### src/rtl/psum_drain_pkg.sv
// Shared types and helpers for the psum drain path.
// Latency: n/a (types, constants and pure functions only).
// Backpressure: n/a.
//
// Contents:
//   state_t      drain FSM state encoding (IDLE, SEND)
//   idx_width()  lane-index width, $clog2(n) with a floor of 1 bit
//   requant_sat  clamp a sign-extended value into a signed out_w-bit range
package psum_drain_pkg;

   typedef enum logic {
      IDLE = 1'b0,
      SEND = 1'b1
   } state_t;

   // Index width for a bank of n lanes; a single-lane bank still needs a 1-bit index.
   function automatic int idx_width(input int n);
      return (n > 1) ? $clog2(n) : 1;
   endfunction

   localparam int NUM_LANE_DEF = 16;
   localparam int IDX_W_DEF    = idx_width(NUM_LANE_DEF);

   // Saturating requant helper. The caller sign-extends the shifted psum to 64 bits;
   // the result is clamped to [-2^(out_w-1), 2^(out_w-1)-1], so its low out_w bits
   // are the saturated output word.
   function automatic logic signed [63:0] requant_sat(input logic signed [63:0] t,
                                                      input int                  out_w);
      logic signed [63:0] hi;
      logic signed [63:0] lo;
      hi = (64'sd1 <<< (out_w - 1)) - 64'sd1;
      lo = -(64'sd1 <<< (out_w - 1));
      if (t > hi) begin
         return hi;
      end else if (t < lo) begin
         return lo;
      end
      return t;
   endfunction

endpackage

### src/rtl/psum_requant.sv
// Requantizer: arithmetic right shift of one psum lane, then narrow to OUT_W bits.
// Latency: purely combinational, zero cycles.
// Backpressure: none; the output follows the input directly.
//
// Ports:
//   psum_i  PSUM_W-bit signed psum lane
//   data_o  OUT_W-bit requantized word
// Build option: PSUM_DRAIN_SAT_EN defined -> saturate into the signed OUT_W range;
// undefined -> wrap-around truncation (keep the low OUT_W bits).
module psum_requant
   import psum_drain_pkg::*;
#(
   parameter int PSUM_W = 32,
   parameter int OUT_W  = 16,
   parameter int SHIFT  = 0
) (
   input  logic [PSUM_W-1:0] psum_i,
   output logic [OUT_W-1:0]  data_o
);

   // Shift result keeps the full PSUM_W width so no magnitude is lost before narrowing.
   logic signed [PSUM_W-1:0] t;
   assign t = $signed(psum_i) >>> SHIFT;

`ifdef PSUM_DRAIN_SAT_EN
   logic signed [63:0] t_wide;
   logic signed [63:0] clamped;
   logic               unused_clamp_hi;

   assign t_wide  = 64'(t);
   assign clamped = requant_sat(t_wide, OUT_W);
   assign data_o  = clamped[OUT_W-1:0];
   // Upper bits of the clamped value are pure sign extension of data_o.
   assign unused_clamp_hi = ^clamped;
`else
   logic unused_t_hi;

   assign data_o = t[OUT_W-1:0];
   // Bits above OUT_W are deliberately dropped (wrap-around).
   assign unused_t_hi = ^t;
`endif

endmodule

### src/rtl/psum_drain.sv
// Drain of the partial-sum accumulator bank: snapshot all lanes, then stream them requantized.
// Latency: drain_start sampled at edge k gives the first out_valid in cycle k+1; NUM_LANE beats best case.
// Backpressure: out_valid/out_ready; out_data/out_last hold while stalled, out_valid never drops early.
//
// Ports:
//   CLK, RST      clock (posedge) and synchronous active-high reset
//   drain_start   request snapshot + drain, honoured only while idle
//   psum_in       accumulator bank, lane i = psum_in[i*PSUM_W +: PSUM_W]
//   acc_flush     combinational flush to the accumulators, aligned with the capture edge
//   out_valid/out_ready/out_data/out_last   output stream, lane 0 first, last on lane NUM_LANE-1
//   busy          high while a drain is in progress
//   done          one-cycle pulse in the cycle after the final handshake
//   err_overrun   sticky until RST: drain_start seen while a drain was in progress
// Build option: PSUM_DRAIN_SAT_EN selects saturation instead of truncation in the requantizer.
module psum_drain
   import psum_drain_pkg::*;
#(
   parameter int NUM_LANE = 16,
   parameter int PSUM_W   = 32,
   parameter int OUT_W    = 16,
   parameter int SHIFT    = 0
) (
   input  logic                         CLK,
   input  logic                         RST,
   input  logic                         drain_start,
   input  logic [NUM_LANE*PSUM_W-1:0]   psum_in,
   output logic                         acc_flush,
   output logic                         out_valid,
   input  logic                         out_ready,
   output logic [OUT_W-1:0]             out_data,
   output logic                         out_last,
   output logic                         busy,
   output logic                         done,
   output logic                         err_overrun
);

   localparam int                IDX_W    = idx_width(NUM_LANE);
   localparam logic [IDX_W-1:0]  LAST_IDX = IDX_W'(NUM_LANE - 1);

   state_t             state_q, state_d;
   logic [IDX_W-1:0]   idx_q,   idx_d;
   logic               done_q,  done_d;
   logic               err_q,   err_d;
   logic               capture;
   logic [PSUM_W-1:0]  shadow_q [NUM_LANE];
   logic [PSUM_W-1:0]  lane_sel;

   // ------------------------------------------------------------------
   // Next-state and output logic
   // ------------------------------------------------------------------
   always_comb begin
      state_d   = state_q;
      idx_d     = idx_q;
      done_d    = 1'b0;
      err_d     = err_q;
      capture   = 1'b0;
      acc_flush = 1'b0;
      out_valid = 1'b0;
      out_last  = 1'b0;
      busy      = 1'b0;

      case (state_q)
         IDLE: begin
            if (drain_start) begin
               capture = 1'b1;
               idx_d   = '0;
               state_d = SEND;
               // The accumulators clear on the very edge that captures them, so no
               // contribution is lost or counted twice. Reset suppresses the flush.
               acc_flush = ~RST;
            end
         end

         SEND: begin
            out_valid = 1'b1;
            busy      = 1'b1;
            out_last  = (idx_q == LAST_IDX);
            // A start request during a drain (including the final-handshake cycle) is
            // dropped and only recorded.
            if (drain_start) begin
               err_d = 1'b1;
            end
            if (out_ready) begin
               if (idx_q == LAST_IDX) begin
                  state_d = IDLE;
                  done_d  = 1'b1;
               end else begin
                  idx_d = idx_q + 1'b1;
               end
            end
         end

         default: begin
            state_d = IDLE;
         end
      endcase
   end

   // ------------------------------------------------------------------
   // State registers
   // ------------------------------------------------------------------
   always_ff @(posedge CLK) begin
      if (RST) begin
         state_q <= IDLE;
         idx_q   <= '0;
         done_q  <= 1'b0;
         err_q   <= 1'b0;
      end else begin
         state_q <= state_d;
         idx_q   <= idx_d;
         done_q  <= done_d;
         err_q   <= err_d;
      end
   end

   // Shadow buffer: reset clears it so an aborted drain leaves nothing behind.
   always_ff @(posedge CLK) begin
      if (RST) begin
         for (int i = 0; i < NUM_LANE; i++) begin
            shadow_q[i] <= '0;
         end
      end else if (capture) begin
         for (int i = 0; i < NUM_LANE; i++) begin
            shadow_q[i] <= psum_in[i*PSUM_W +: PSUM_W];
         end
      end
   end

   // ------------------------------------------------------------------
   // Lane mux and requantizer
   // ------------------------------------------------------------------
   // idx_q never exceeds LAST_IDX, so the select always addresses a real lane.
   assign lane_sel = shadow_q[idx_q];

   psum_requant #(
      .PSUM_W (PSUM_W),
      .OUT_W  (OUT_W),
      .SHIFT  (SHIFT)
   ) u_requant (
      .psum_i (lane_sel),
      .data_o (out_data)
   );

   assign done        = done_q;
   assign err_overrun = err_q;

endmodule

### config.mk
export PLATFORM = sky130hd
export DESIGN_NAME = psum_drain
export DESIGN_NICKNAME = d
export VERILOG_FILES = /design/src/rtl/psum_drain_pkg.sv /design/src/rtl/psum_requant.sv /design/src/rtl/psum_drain.sv
export SDC_FILE = /design/constraint.sdc
export NUM_CORES = 1
export LEC_CHECK = 0
export CAP_MARGIN = 30
export CORE_AREA = 2 2 209 211
export CTS_CLUSTER_SIZE = 28
export DETAILED_ROUTE_END_ITERATION = 8
export DIE_AREA = 0 0 211 213
export PLACE_DENSITY = 0.54
export SLEW_MARGIN = 15
export SYNTH_ARGS = -nofsm -noshare
export SYNTH_HDL_FRONTEND = slang
export SYNTH_SLANG_ARGS = --single-unit
### constraint.sdc
create_clock -name CLK -period 29.3 [get_ports CLK]
set_input_delay 8.79 -clock CLK [delete_from_list [all_inputs] [get_ports CLK]]
set_output_delay 8.79 -clock CLK [all_outputs]
set_load 0.005 [all_outputs]
Word-level counts from Yosys, hierarchy flattened
Memory sizes are Yosys's and may differ from the RTL's. A register that Yosys moved wholly into a read port is not among the register bits.
Cells that the tools add are included.

operators by class
  equal/unequal tests = 4
  order comparisons = 0
  multiplexer cells = 37
  shift-type cells = 0
  div/mod/pow operators = 0
  bitwise gates (word level) = 19
  multipliers = 0
  add/subtract/negate cells = 1
  reduce and logical (&&, ||, !) cells = 3

operators by type and width
  cell                                                           number
  32-bit 2-to-1 mux                                              16
  4-bit 2-to-1 mux                                               5
  1-bit bitwise OR                                               16
  1-bit 2-to-1 mux                                               14
  4-bit one-hot mux with 2 select lines                          1
  2-bit inequality test, second input constant                   3
  4-bit by 1-bit adder with 4-bit output, second input constant  1
  4-bit == test, second input constant                           1
  1-bit NOT                                                      3
  3-bit AND reduction                                            1
  3-bit OR reduction                                             1
  1-bit one-hot mux with 2 select lines                          1
  2-bit AND reduction                                            1

word-level totals
  register bits after elaboration = 7
  memories = 1
  input bits = 516
  RAM bits = 512
  ROM bits = 0
  latch bits = 0
  word-level logic and storage cells = 69

memory list
  memory    depth  bits a word  read ports  clocked after Yosys merged registers in  wr ports  RTL line          text
  shadow_q  16     32           1           1                                        16        psum_drain.sv:45  logic [PSUM_W-1:0] shadow_q [NUM_LANE];

Longest topological paths before layout
Gate-level depths: netlist of run 1.

  depth after elaboration = 6
  mapped depth = 6
  depth with buffers taken out = 5

Cells and area by module
From an unflattened synthesis of run 1, not the netlist that was laid out.

second synthesis, totals
  cell total of the unflattened synthesis = 1415
  area total of the unflattened synthesis = 23097.2 µm²

by module, submodules not included
  module        area an instance (µm²)  cells an instance  times used
  psum_drain    22977.0                 1399               1
  psum_requant  120.1                   16                 1

Worst setup path before layout of run 1
No wires, ideal clock.

  path kind = input to output
  start point = input drain_start
  end point = output acc_flush
  stages on the path = 3
  arrival time = 9264 ps
  data required time = 20510 ps
  setup slack = 11246 ps
  cell sequence = nand2b_1 -> nor2_4 -> clkbuf_1

between the ends
  longest elaborated chain between the ends = 2

RTL lines
  what              RTL line          text
  from (decl)       psum_drain.sv:25  input logic drain_start,
  1-bit 2-to-1 mux  psum_drain.sv:64  if (drain_start) begin
  1-bit 2-to-1 mux  psum_drain.sv:62  case (state_q)
  to (decl)         psum_drain.sv:27  output logic acc_flush,

No other way between the ends.

Worst setup path in the final report of run 1
Same ends and word-level chain as after synthesis.

==> impl_metrics.prom, run 1 <==
# TYPE chip_impl_metric gauge
chip_impl_info{name="worst_setup_path_end_kind",value="output pin"} 1
chip_impl_info{name="crit_family",value="buffers and inverters"} 1
chip_impl_metric{name="synth-seq-area-share",unit="%"} 67.0
chip_impl_metric{name="cap_viol_max_count",unit=""} 0
chip_impl_metric{name="num_vias",unit=""} 6966
chip_impl_metric{name="drc",unit=""} 0
chip_impl_metric{name="initial_core_util",unit="%"} 27.7
chip_impl_metric{name="ys_ff_latch",unit=""} 267
chip_impl_metric{name="drt_pass1_iterations",unit=""} 4
chip_impl_metric{name="wire_length_of_the_first_global_routing_pass",unit="µm"} 47200
chip_impl_metric{name="power",unit="µW"} 922
chip_impl_metric{name="power.share.clock",unit="%"} 39.8
chip_impl_metric{name="drt_first_iter_violations",unit=""} 340
chip_impl_info{name="critPathSlowestCell",value="sky130_fd_sc_hd__clkdlybuf4s50_1"} 1
chip_impl_info{name="worst_r2r_endpoint",value="shadow_q[2][11]$_SDFFCE_PN0P_"} 1
chip_impl_metric{name="drive_gt1_share",unit="%"} 11.1
chip_impl_metric{name="grt_util_all_layers",unit="%"} 14.4
chip_impl_info{name="outcome",value="finished, final reports clean"} 1
chip_impl_metric{name="grt.overflow.total",unit=""} 0
chip_impl_metric{name="combinationalPowerShare",unit="%"} 10.4
chip_impl_metric{name="ioPinCount",unit=""} 538
chip_impl_metric{name="p_int",unit="µW"} 727
chip_impl_metric{name="net_count_after_synthesis",unit=""} 1244
chip_impl_metric{name="wire_per_inst",unit="µm"} 20.7
chip_impl_metric{name="gp_congestion",unit=""} 0.714
chip_impl_metric{name="p_seq_share",unit="%"} 49.8
chip_impl_info{name="post-synth-top-area-cell",value="sky130_fd_sc_hd__edfxtp_1"} 1
chip_impl_metric{name="max_freq",unit="MHz"} 52.4
chip_impl_metric{name="detail_routed_via_count_per_cell",unit=""} 4.44
chip_impl_metric{name="cts_made_buffers",unit=""} 31
chip_impl_metric{name="floorplan.die.height",unit="µm"} 213
chip_impl_metric{name="swShare",unit="%"} 21.2
chip_impl_metric{name="grt_max_degree",unit=""} 187
chip_impl_metric{name="crit_arrival",unit="ns"} 10.31
chip_impl_info{name="critPathKind",value="primary input to output pin"} 1
chip_impl_metric{name="final_nets",unit=""} 1518
chip_impl_info{name="hold_path_end",value="err_overrun$_SDFFE_PP0P_"} 1
chip_impl_info{name="cts_tree",value="built"} 1
chip_impl_metric{name="syn2layout_area_growth",unit="%"} 36.3
chip_impl_metric{name="p_per_area",unit="nW/µm²"} 57.3
chip_impl_metric{name="final.period_utilization",unit="%"} 65.2
chip_impl_info{name="cts.root.buffer_cell",value="sky130_fd_sc_hd__clkbuf_16"} 1
chip_impl_metric{name="dieArea",unit="µm²"} 44900
chip_impl_metric{name="slew_violations",unit=""} 0
chip_impl_info{name="synthTopCellsByArea",value="sky130_fd_sc_hd__edfxtp_1 65%, sky130_fd_sc_hd__mux4_2 10%, sky130_fd_sc_hd__and2_1 8.6%"} 1
chip_impl_metric{name="ant_nets",unit=""} 0
chip_impl_metric{name="hold_viol",unit=""} 0
chip_impl_metric{name="vias_in_the_first_global_route",unit=""} 7286
chip_impl_metric{name="hold_buffers",unit=""} 0
chip_impl_metric{name="worst-endpoint-required",unit="ns"} 20.51
chip_impl_metric{name="cell_count_of_the_worst_hold_path",unit=""} 2
chip_impl_metric{name="cts.sink_count",unit=""} 267
chip_impl_metric{name="floorplan.rows",unit=""} 76
chip_impl_info{name="worst_setup_path_start_kind",value="primary input"} 1
chip_impl_metric{name="syn_avg_cell_area",unit="µm²"} 16.2
chip_impl_info{name="cpMostUsedCell",value="sky130_fd_sc_hd__clkdlybuf4s50_1"} 1
chip_impl_metric{name="place_hpwl",unit="µm"} 22300
chip_impl_info{name="rsz0062_at_grt",value="false"} 1
chip_impl_info{name="worstHoldStart",value="err_overrun$_SDFFE_PP0P_"} 1
chip_impl_metric{name="path_clk_slew",unit="ns"} 0.06
chip_impl_metric{name="portBuffers",unit=""} 281
chip_impl_metric{name="ff2ff_setup_slack",unit="ns"} 26.42
chip_impl_info{name="crit_chain",value="clkdlybuf4s50_1 > nand2b_1 > nor2_4 > clkdlybuf4s50_1"} 1
chip_impl_metric{name="worst_slew_margin_rel",unit="%"} 18.4
chip_impl_metric{name="final.setup_skew",unit="ns"} 0.00471
chip_impl_metric{name="setup-tns-final",unit="ns"} 0
chip_impl_metric{name="antenna_found_initial",unit=""} 5
chip_impl_metric{name="critPathBufInv",unit=""} 2
chip_impl_metric{name="synth_cell_type_count",unit=""} 30
chip_impl_metric{name="reg2reg_depth",unit=""} 4
chip_impl_metric{name="core-area",unit="µm²"} 42700
chip_impl_metric{name="dieWidth",unit="µm"} 211
chip_impl_metric{name="period_needed",unit="ns"} 19.10
chip_impl_metric{name="ctsHtreeMaxLevel",unit=""} 1
chip_impl_metric{name="switching_power",unit="µW"} 196
chip_impl_metric{name="maximum_cell_stage_delay_along_the_critical_path",unit="ns"} 0.54
chip_impl_metric{name="clock_insertion_delay_worst_skew",unit="ns"} 0.56
chip_impl_metric{name="cts_resized",unit=""} 0
chip_impl_metric{name="p_leak",unit="nW"} 5.72
chip_impl_metric{name="wirelength",unit="µm"} 32500
chip_impl_info{name="hold_path.class",value="register to register"} 1
chip_impl_metric{name="synthDominantCellAreaShare",unit="%"} 65.1
chip_impl_metric{name="finalSetupViolCount",unit=""} 0
chip_impl_metric{name="mappedNetlistArea",unit="µm²"} 11800
chip_impl_metric{name="synthesis.instances",unit=""} 727
chip_impl_metric{name="cts_setup_buffers",unit=""} 0
chip_impl_metric{name="clock_tree.buffer_depth",unit=""} 3
chip_impl_metric{name="critical_path.max_fanout",unit=""} 4
chip_impl_metric{name="peakVddDrop",unit="mV"} 0.0399
chip_impl_info{name="timing.rr.start",value="state_q$_SDFF_PP0_"} 1
chip_impl_metric{name="yosys_synthesis_warning_count",unit=""} 0
chip_impl_metric{name="tightest_slew",unit="ns"} 1.22
chip_impl_metric{name="postLayoutCoreUtil",unit="%"} 37.7
[cell families (layout without fill, tap and decap cells)]
| kind of cell | after synthesis | in the layout | synth area share [%] |
|---|---|---|---|
| other | 0 | 3 | 0 |
| AOI/OAI and AO/OA | 45 | 45 | 2.73 |
| DFF | 267 | 267 | 67.0 |
| and+or+nand+nor | 298 | 298 | 15.2 |
| adders and majority gates | 1 | 1 | 0.106 |
| muxes | 64 | 64 | 12.5 |
| buffers and inverters | 52 | 345 | 2.48 |
[power groups by stage]
stage          Clock [mW]  Combinational, mW  Sequential [mW]
2_1_floorplan           0             0.0445            0.468
3_3_place_gp            0             0.0971            0.467
3_5_place_dp            0             0.0978            0.468
4_1_cts             0.381             0.0984            0.460
5_1_grt             0.396              0.104            0.463
6_report            0.367             0.0956            0.459
[cell usage in the layout, fill, tap and decap left out, types with 2 or more instances in the layout]
cell / count
sky130_fd_sc_hd__clkdlybuf4s50_1: 280
sky130_fd_sc_hd__nor2b_2: 2
sky130_fd_sc_hd__and2_1: 162
sky130_fd_sc_hd__nor2b_1: 96
sky130_fd_sc_hd__clkbuf_1: 5
sky130_fd_sc_hd__nand3_1: 2
sky130_fd_sc_hd__nor3_1: 6
sky130_fd_sc_hd__a22oi_1: 32
sky130_fd_sc_hd__bufinv_16: 3
sky130_fd_sc_hd__mux4_2: 54
sky130_fd_sc_hd__a21oi_1: 6
sky130_fd_sc_hd__clkinv_2: 3
sky130_fd_sc_hd__nor2_1: 5
sky130_fd_sc_hd__dfxtp_4: 2
sky130_fd_sc_hd__buf_12: 2
sky130_fd_sc_hd__clkinvlp_4: 3
sky130_fd_sc_hd__clkbuf_16: 31
sky130_fd_sc_hd__a211oi_1: 2
sky130_fd_sc_hd__clkinv_1: 7
sky130_fd_sc_hd__buf_4: 10
sky130_fd_sc_hd__nand2_1: 20
sky130_fd_sc_hd__dfxtp_1: 9
sky130_fd_sc_hd__edfxtp_1: 256
sky130_fd_sc_hd__mux4_1: 10
sky130_fd_sc_hd__diode_2: 3
[worst max-delay path by stage]
stage                      from        end  slack [ns]  cells past startpoint
floorplan           drain_start  acc_flush       11.25                      3
global placement    drain_start  acc_flush       10.19                      4
detailed placement  drain_start  acc_flush       10.19                      4
CTS                 drain_start  acc_flush       10.19                      4
global route        drain_start  acc_flush       10.16                      4
finish              drain_start  acc_flush       10.20                      4
[area by class of cell]
class / count / area [µm²]
clock inverter: 16 / 154
fill: 4071 / 26600
multi-input combinational: 408 / 3620
clock buffer: 36 / 795
inverter: 1 / 3.75
sequential: 267 / 7920
antenna: 3 / 7.51
timing repair buffer: 292 / 2920
tap: 546 / 683
[per-stage QoR]
step / std cells / worst slack (ns) / area (µm²) / hold slack (ns)
6_report: 1569 / 10.20 / 16100 / 0.470
5_1_grt: 1566 / 10.16 / 16100 / 0.510
4_1_cts: 1566 / 10.19 / 16100 / 0.478
3_5_place_dp: 1514 / 10.19 / 15100 / 0.463
3_3_place_gp: 1513 / 10.19 / 15100 / 0.458
2_1_floorplan: 727 / 11.25 / 11800 / 0.460
[Yosys cell counts (all sizes together)]
| cell | count |
|---|---|
| dlymetal6s2s | 1 |
| a22oi | 32 |
| a211oi | 2 |
| o31a | 1 |
| nor2 | 7 |
| nand3 | 2 |
| and2 | 162 |
| dfxtp | 11 |
| nor2b | 98 |
| a21oi | 6 |
| o21ai | 1 |
| ha | 1 |
| clkbuf | 32 |
| dlygate4sd1 | 2 |
| nand2b | 2 |
| o211ai | 1 |
| a311o | 1 |
| buf | 16 |
| nor3 | 6 |
| inv | 1 |
| mux4 | 64 |
| edfxtp | 256 |
| nand2 | 20 |
| and3 | 1 |
| a31oi | 1 |
[registers in the layout, indices dropped and copies added (netlist names), named ones only]
register	count
err_overrun	1
shadow_q	256
idx_q	4
done	1
state_q	1
[worst register-to-register path: cells and delay by family (launching register included)]
kind	cells	cell delay [ns]
DFF	1	0.41
buffers and inverters	2	0.90
and+or+nand+nor	2	0.79
[metal layers]
layer,up-vias,part of all wire (%),track usage (%)
met5,-,0.095,0
met3,44,7.9,3.87
met2,230,46,22.5
met4,4,2.0,3.96
li1,3266,-,-
met1,3422,44,19.6
Note: power is estimated with default switching activity, not from simulation.
==> inputs of run 2 (changes only) <==
--- a/config.mk
+++ b/config.mk
@@ -6,11 +6,11 @@
 export NUM_CORES = 1
 export LEC_CHECK = 0
 export CAP_MARGIN = 30
-export CORE_AREA = 2 2 209 211
+export CORE_AREA = 2 2 208 210
 export CTS_CLUSTER_SIZE = 28
 export DETAILED_ROUTE_END_ITERATION = 8
-export DIE_AREA = 0 0 211 213
-export PLACE_DENSITY = 0.54
+export DIE_AREA = 0 0 210 212
+export PLACE_DENSITY = 0.57
 export SLEW_MARGIN = 15
 export SYNTH_ARGS = -nofsm -noshare
 export SYNTH_HDL_FRONTEND = slang
==> constraint.sdc (replaced) <==
create_clock -name CLK -period 15.9 [get_ports CLK]
set_input_delay 4.77 -clock CLK [delete_from_list [all_inputs] [get_ports CLK]]
set_output_delay 4.77 -clock CLK [all_outputs]
set_load 0.005 [all_outputs]
==> run 2 against run 1 <==
  * Clock skew increased by 0.0062 ns
  * Utilization increased by 0.17 points
  * Critical path type unchanged
  * Wire length decreased by 0.61%
  * Largest power group unchanged
==> impl_metrics.prom, run 2 (synthesized netlist as in run 1, its figures left out) <==
# TYPE chip_impl_metric gauge
chip_impl_metric{name="final.setup_skew",unit="ns"} 0.0109
chip_impl_info{name="crit_family",value="buffers and inverters"} 1
chip_impl_metric{name="postLayoutCoreUtil",unit="%"} 37.9
chip_impl_metric{name="antenna_found_initial",unit=""} 5
chip_impl_info{name="outcome",value="finished, final reports clean"} 1
chip_impl_metric{name="ant_nets",unit=""} 0
chip_impl_metric{name="cts_made_buffers",unit=""} 31
chip_impl_metric{name="cts_resized",unit=""} 0
chip_impl_metric{name="p_per_area",unit="nW/µm²"} 105
chip_impl_metric{name="drive_gt1_share",unit="%"} 11.6
chip_impl_metric{name="ioPinCount",unit=""} 538
chip_impl_metric{name="slew_violations",unit=""} 0
chip_impl_metric{name="cts_setup_buffers",unit=""} 0
chip_impl_metric{name="p_leak",unit="nW"} 5.74
chip_impl_metric{name="peakVddDrop",unit="mV"} 0.0875
chip_impl_info{name="registers.top_by_ff_count",value="shadow_q"} 1
chip_impl_metric{name="setup-tns-final",unit="ns"} 0
chip_impl_info{name="largest_registers",value="shadow_q (256), idx_q (4)"} 1
chip_impl_info{name="worst_setup_path_start_kind",value="primary input"} 1
chip_impl_metric{name="hold_viol",unit=""} 0
chip_impl_metric{name="floorplan.rows",unit=""} 76
chip_impl_metric{name="power",unit="mW"} 1.70
chip_impl_info{name="rsz0062_at_grt",value="false"} 1
chip_impl_info{name="mostFrequentLayoutCells",value="280 x sky130_fd_sc_hd__clkdlybuf4s50_1, 256 x sky130_fd_sc_hd__edfxtp_1, 162 x sky130_fd_sc_hd__and2_1"} 1
chip_impl_info{name="worst_setup_path_end_kind",value="output pin"} 1
chip_impl_metric{name="core-area",unit="µm²"} 42500
chip_impl_metric{name="dieArea",unit="µm²"} 44500
chip_impl_metric{name="tightest_slew",unit="ns"} 0.928
chip_impl_metric{name="drt_first_iter_violations",unit=""} 380
chip_impl_metric{name="clock_insertion_delay_worst_skew",unit="ns"} 0.57
chip_impl_metric{name="finalSetupViolCount",unit=""} 0
chip_impl_metric{name="portBuffers",unit=""} 281
chip_impl_metric{name="final_nets",unit=""} 1520
chip_impl_metric{name="initial_core_util",unit="%"} 27.8
chip_impl_metric{name="cts.sink_count",unit=""} 267
chip_impl_metric{name="place_hpwl",unit="µm"} 22400
chip_impl_metric{name="grt.overflow.total",unit=""} 0
chip_impl_info{name="critPathSlowestCell",value="sky130_fd_sc_hd__clkdlybuf4s50_1"} 1
chip_impl_metric{name="vias_in_the_first_global_route",unit=""} 7172
chip_impl_metric{name="worst_slew_margin_rel",unit="%"} 38.1
chip_impl_info{name="critPathKind",value="primary input to output pin"} 1
chip_impl_info{name="cts.root.buffer_cell",value="sky130_fd_sc_hd__clkbuf_16"} 1
chip_impl_metric{name="grt_util_all_layers",unit="%"} 14.4
chip_impl_metric{name="period_needed",unit="ns"} 11.08
chip_impl_info{name="mostFrequentLayoutCell",value="sky130_fd_sc_hd__clkdlybuf4s50_1"} 1
chip_impl_metric{name="path_clk_slew",unit="ns"} 0.06
chip_impl_metric{name="hold_buffers",unit=""} 0
chip_impl_metric{name="final.period_utilization",unit="%"} 69.7
chip_impl_metric{name="max_freq",unit="MHz"} 90.3
chip_impl_metric{name="ctsHtreeMaxLevel",unit=""} 1
chip_impl_metric{name="critical_path.max_fanout",unit=""} 4
chip_impl_info{name="crit_chain",value="clkdlybuf4s50_1 > nand2b_1 > nor2_4 > clkdlybuf4s50_1"} 1
chip_impl_metric{name="worst-endpoint-required",unit="ns"} 11.13
chip_impl_metric{name="wire_per_inst",unit="µm"} 20.6
chip_impl_metric{name="clock_tree.buffer_depth",unit=""} 3
chip_impl_metric{name="wire_length_of_the_first_global_routing_pass",unit="µm"} 46900
chip_impl_metric{name="floorplan.die.height",unit="µm"} 212
chip_impl_metric{name="crit_arrival",unit="ns"} 6.31
chip_impl_metric{name="antenna_diode_instance_count",unit=""} 0
chip_impl_info{name="cpMostUsedCell",value="sky130_fd_sc_hd__clkdlybuf4s50_1"} 1
chip_impl_metric{name="critPathBufInv",unit=""} 2
chip_impl_metric{name="dieWidth",unit="µm"} 210
chip_impl_info{name="cts_tree",value="built"} 1
chip_impl_metric{name="num_vias",unit=""} 6943
chip_impl_metric{name="wirelength",unit="µm"} 32300
chip_impl_metric{name="drt_pass1_iterations",unit=""} 4
chip_impl_metric{name="maximum_cell_stage_delay_along_the_critical_path",unit="ns"} 0.59
chip_impl_metric{name="grt_max_degree",unit=""} 93
chip_impl_metric{name="largest_register_ff_count",unit=""} 256
chip_impl_metric{name="gp_congestion",unit=""} 0.718
chip_impl_metric{name="cap_viol_max_count",unit=""} 0
chip_impl_metric{name="detail_routed_via_count_per_cell",unit=""} 4.42
chip_impl_info{name="hold_path.class",value="register to register"} 1
chip_impl_metric{name="syn2layout_area_growth",unit="%"} 36.3
chip_impl_metric{name="drc",unit=""} 0
## run 2: cell type report
| cell class | count | area, µm² |
|---|---|---|
| Clock buffer | 38 | 802 |
| Clock inverter | 18 | 144 |
| Fill cell | 4023 | 26400 |
| Inverter | 1 | 3.75 |
| Multi-Input combinational cell | 408 | 3620 |
| Sequential cell | 267 | 7920 |
| Tap cell | 546 | 683 |
| Timing Repair Buffer | 294 | 2930 |
## run 2: final timing paths
check	slack (ns)	cells past startpoint	endpoint	from
max	4.82	4	acc_flush	drain_start
min	0.47	2	err_overrun$_SDFFE_PP0P_	err_overrun$_SDFFE_PP0P_
max reg2reg	12.55	4	shadow_q[4][6]$_SDFFCE_PN0P_	state_q$_SDFF_PP0_
min reg2reg	0.47	2	err_overrun$_SDFFE_PP0P_	err_overrun$_SDFFE_PP0P_
## run 2: power breakdown
group	internal, mW	switching [mW]	total (mW)
clock network	0.389	0.287	0.675
logic	0.109	0.0676	0.177
registers	0.829	0.0168	0.846
## run 2: stage by stage
| stage | worst slack [ns] | instance area, µm² | std cells | hold slack (ns) |
|---|---|---|---|---|
| 6_report | 4.82 | 16100 | 1572 | 0.473 |
| 5_1_grt | 4.80 | 16100 | 1572 | 0.503 |
| 4_1_cts | 4.78 | 16100 | 1572 | 0.480 |
| 3_5_place_dp | 4.79 | 15200 | 1516 | 0.466 |
| 3_3_place_gp | 4.79 | 15100 | 1515 | 0.453 |
| 2_1_floorplan | 4.03 | 11800 | 727 | 0.460 |
## run 2: worst min-delay path, cell delays in order (launching register included)
cell and delay (ns):
sky130_fd_sc_hd__dfxtp_1 0.33, sky130_fd_sc_hd__a21oi_1 0.04, sky130_fd_sc_hd__nor2_1 0.07
## run 2: per-layer routing
layer  vias to the layer above  GRT usage, %  part of all wire [%]
met3                        44          3.65                   7.1
li1                       3273             -                     -
met1                      3390          20.0                    45
met4                         8          3.82                   2.2
met5                         -             0                  0.18
met2                       228          22.4                    45
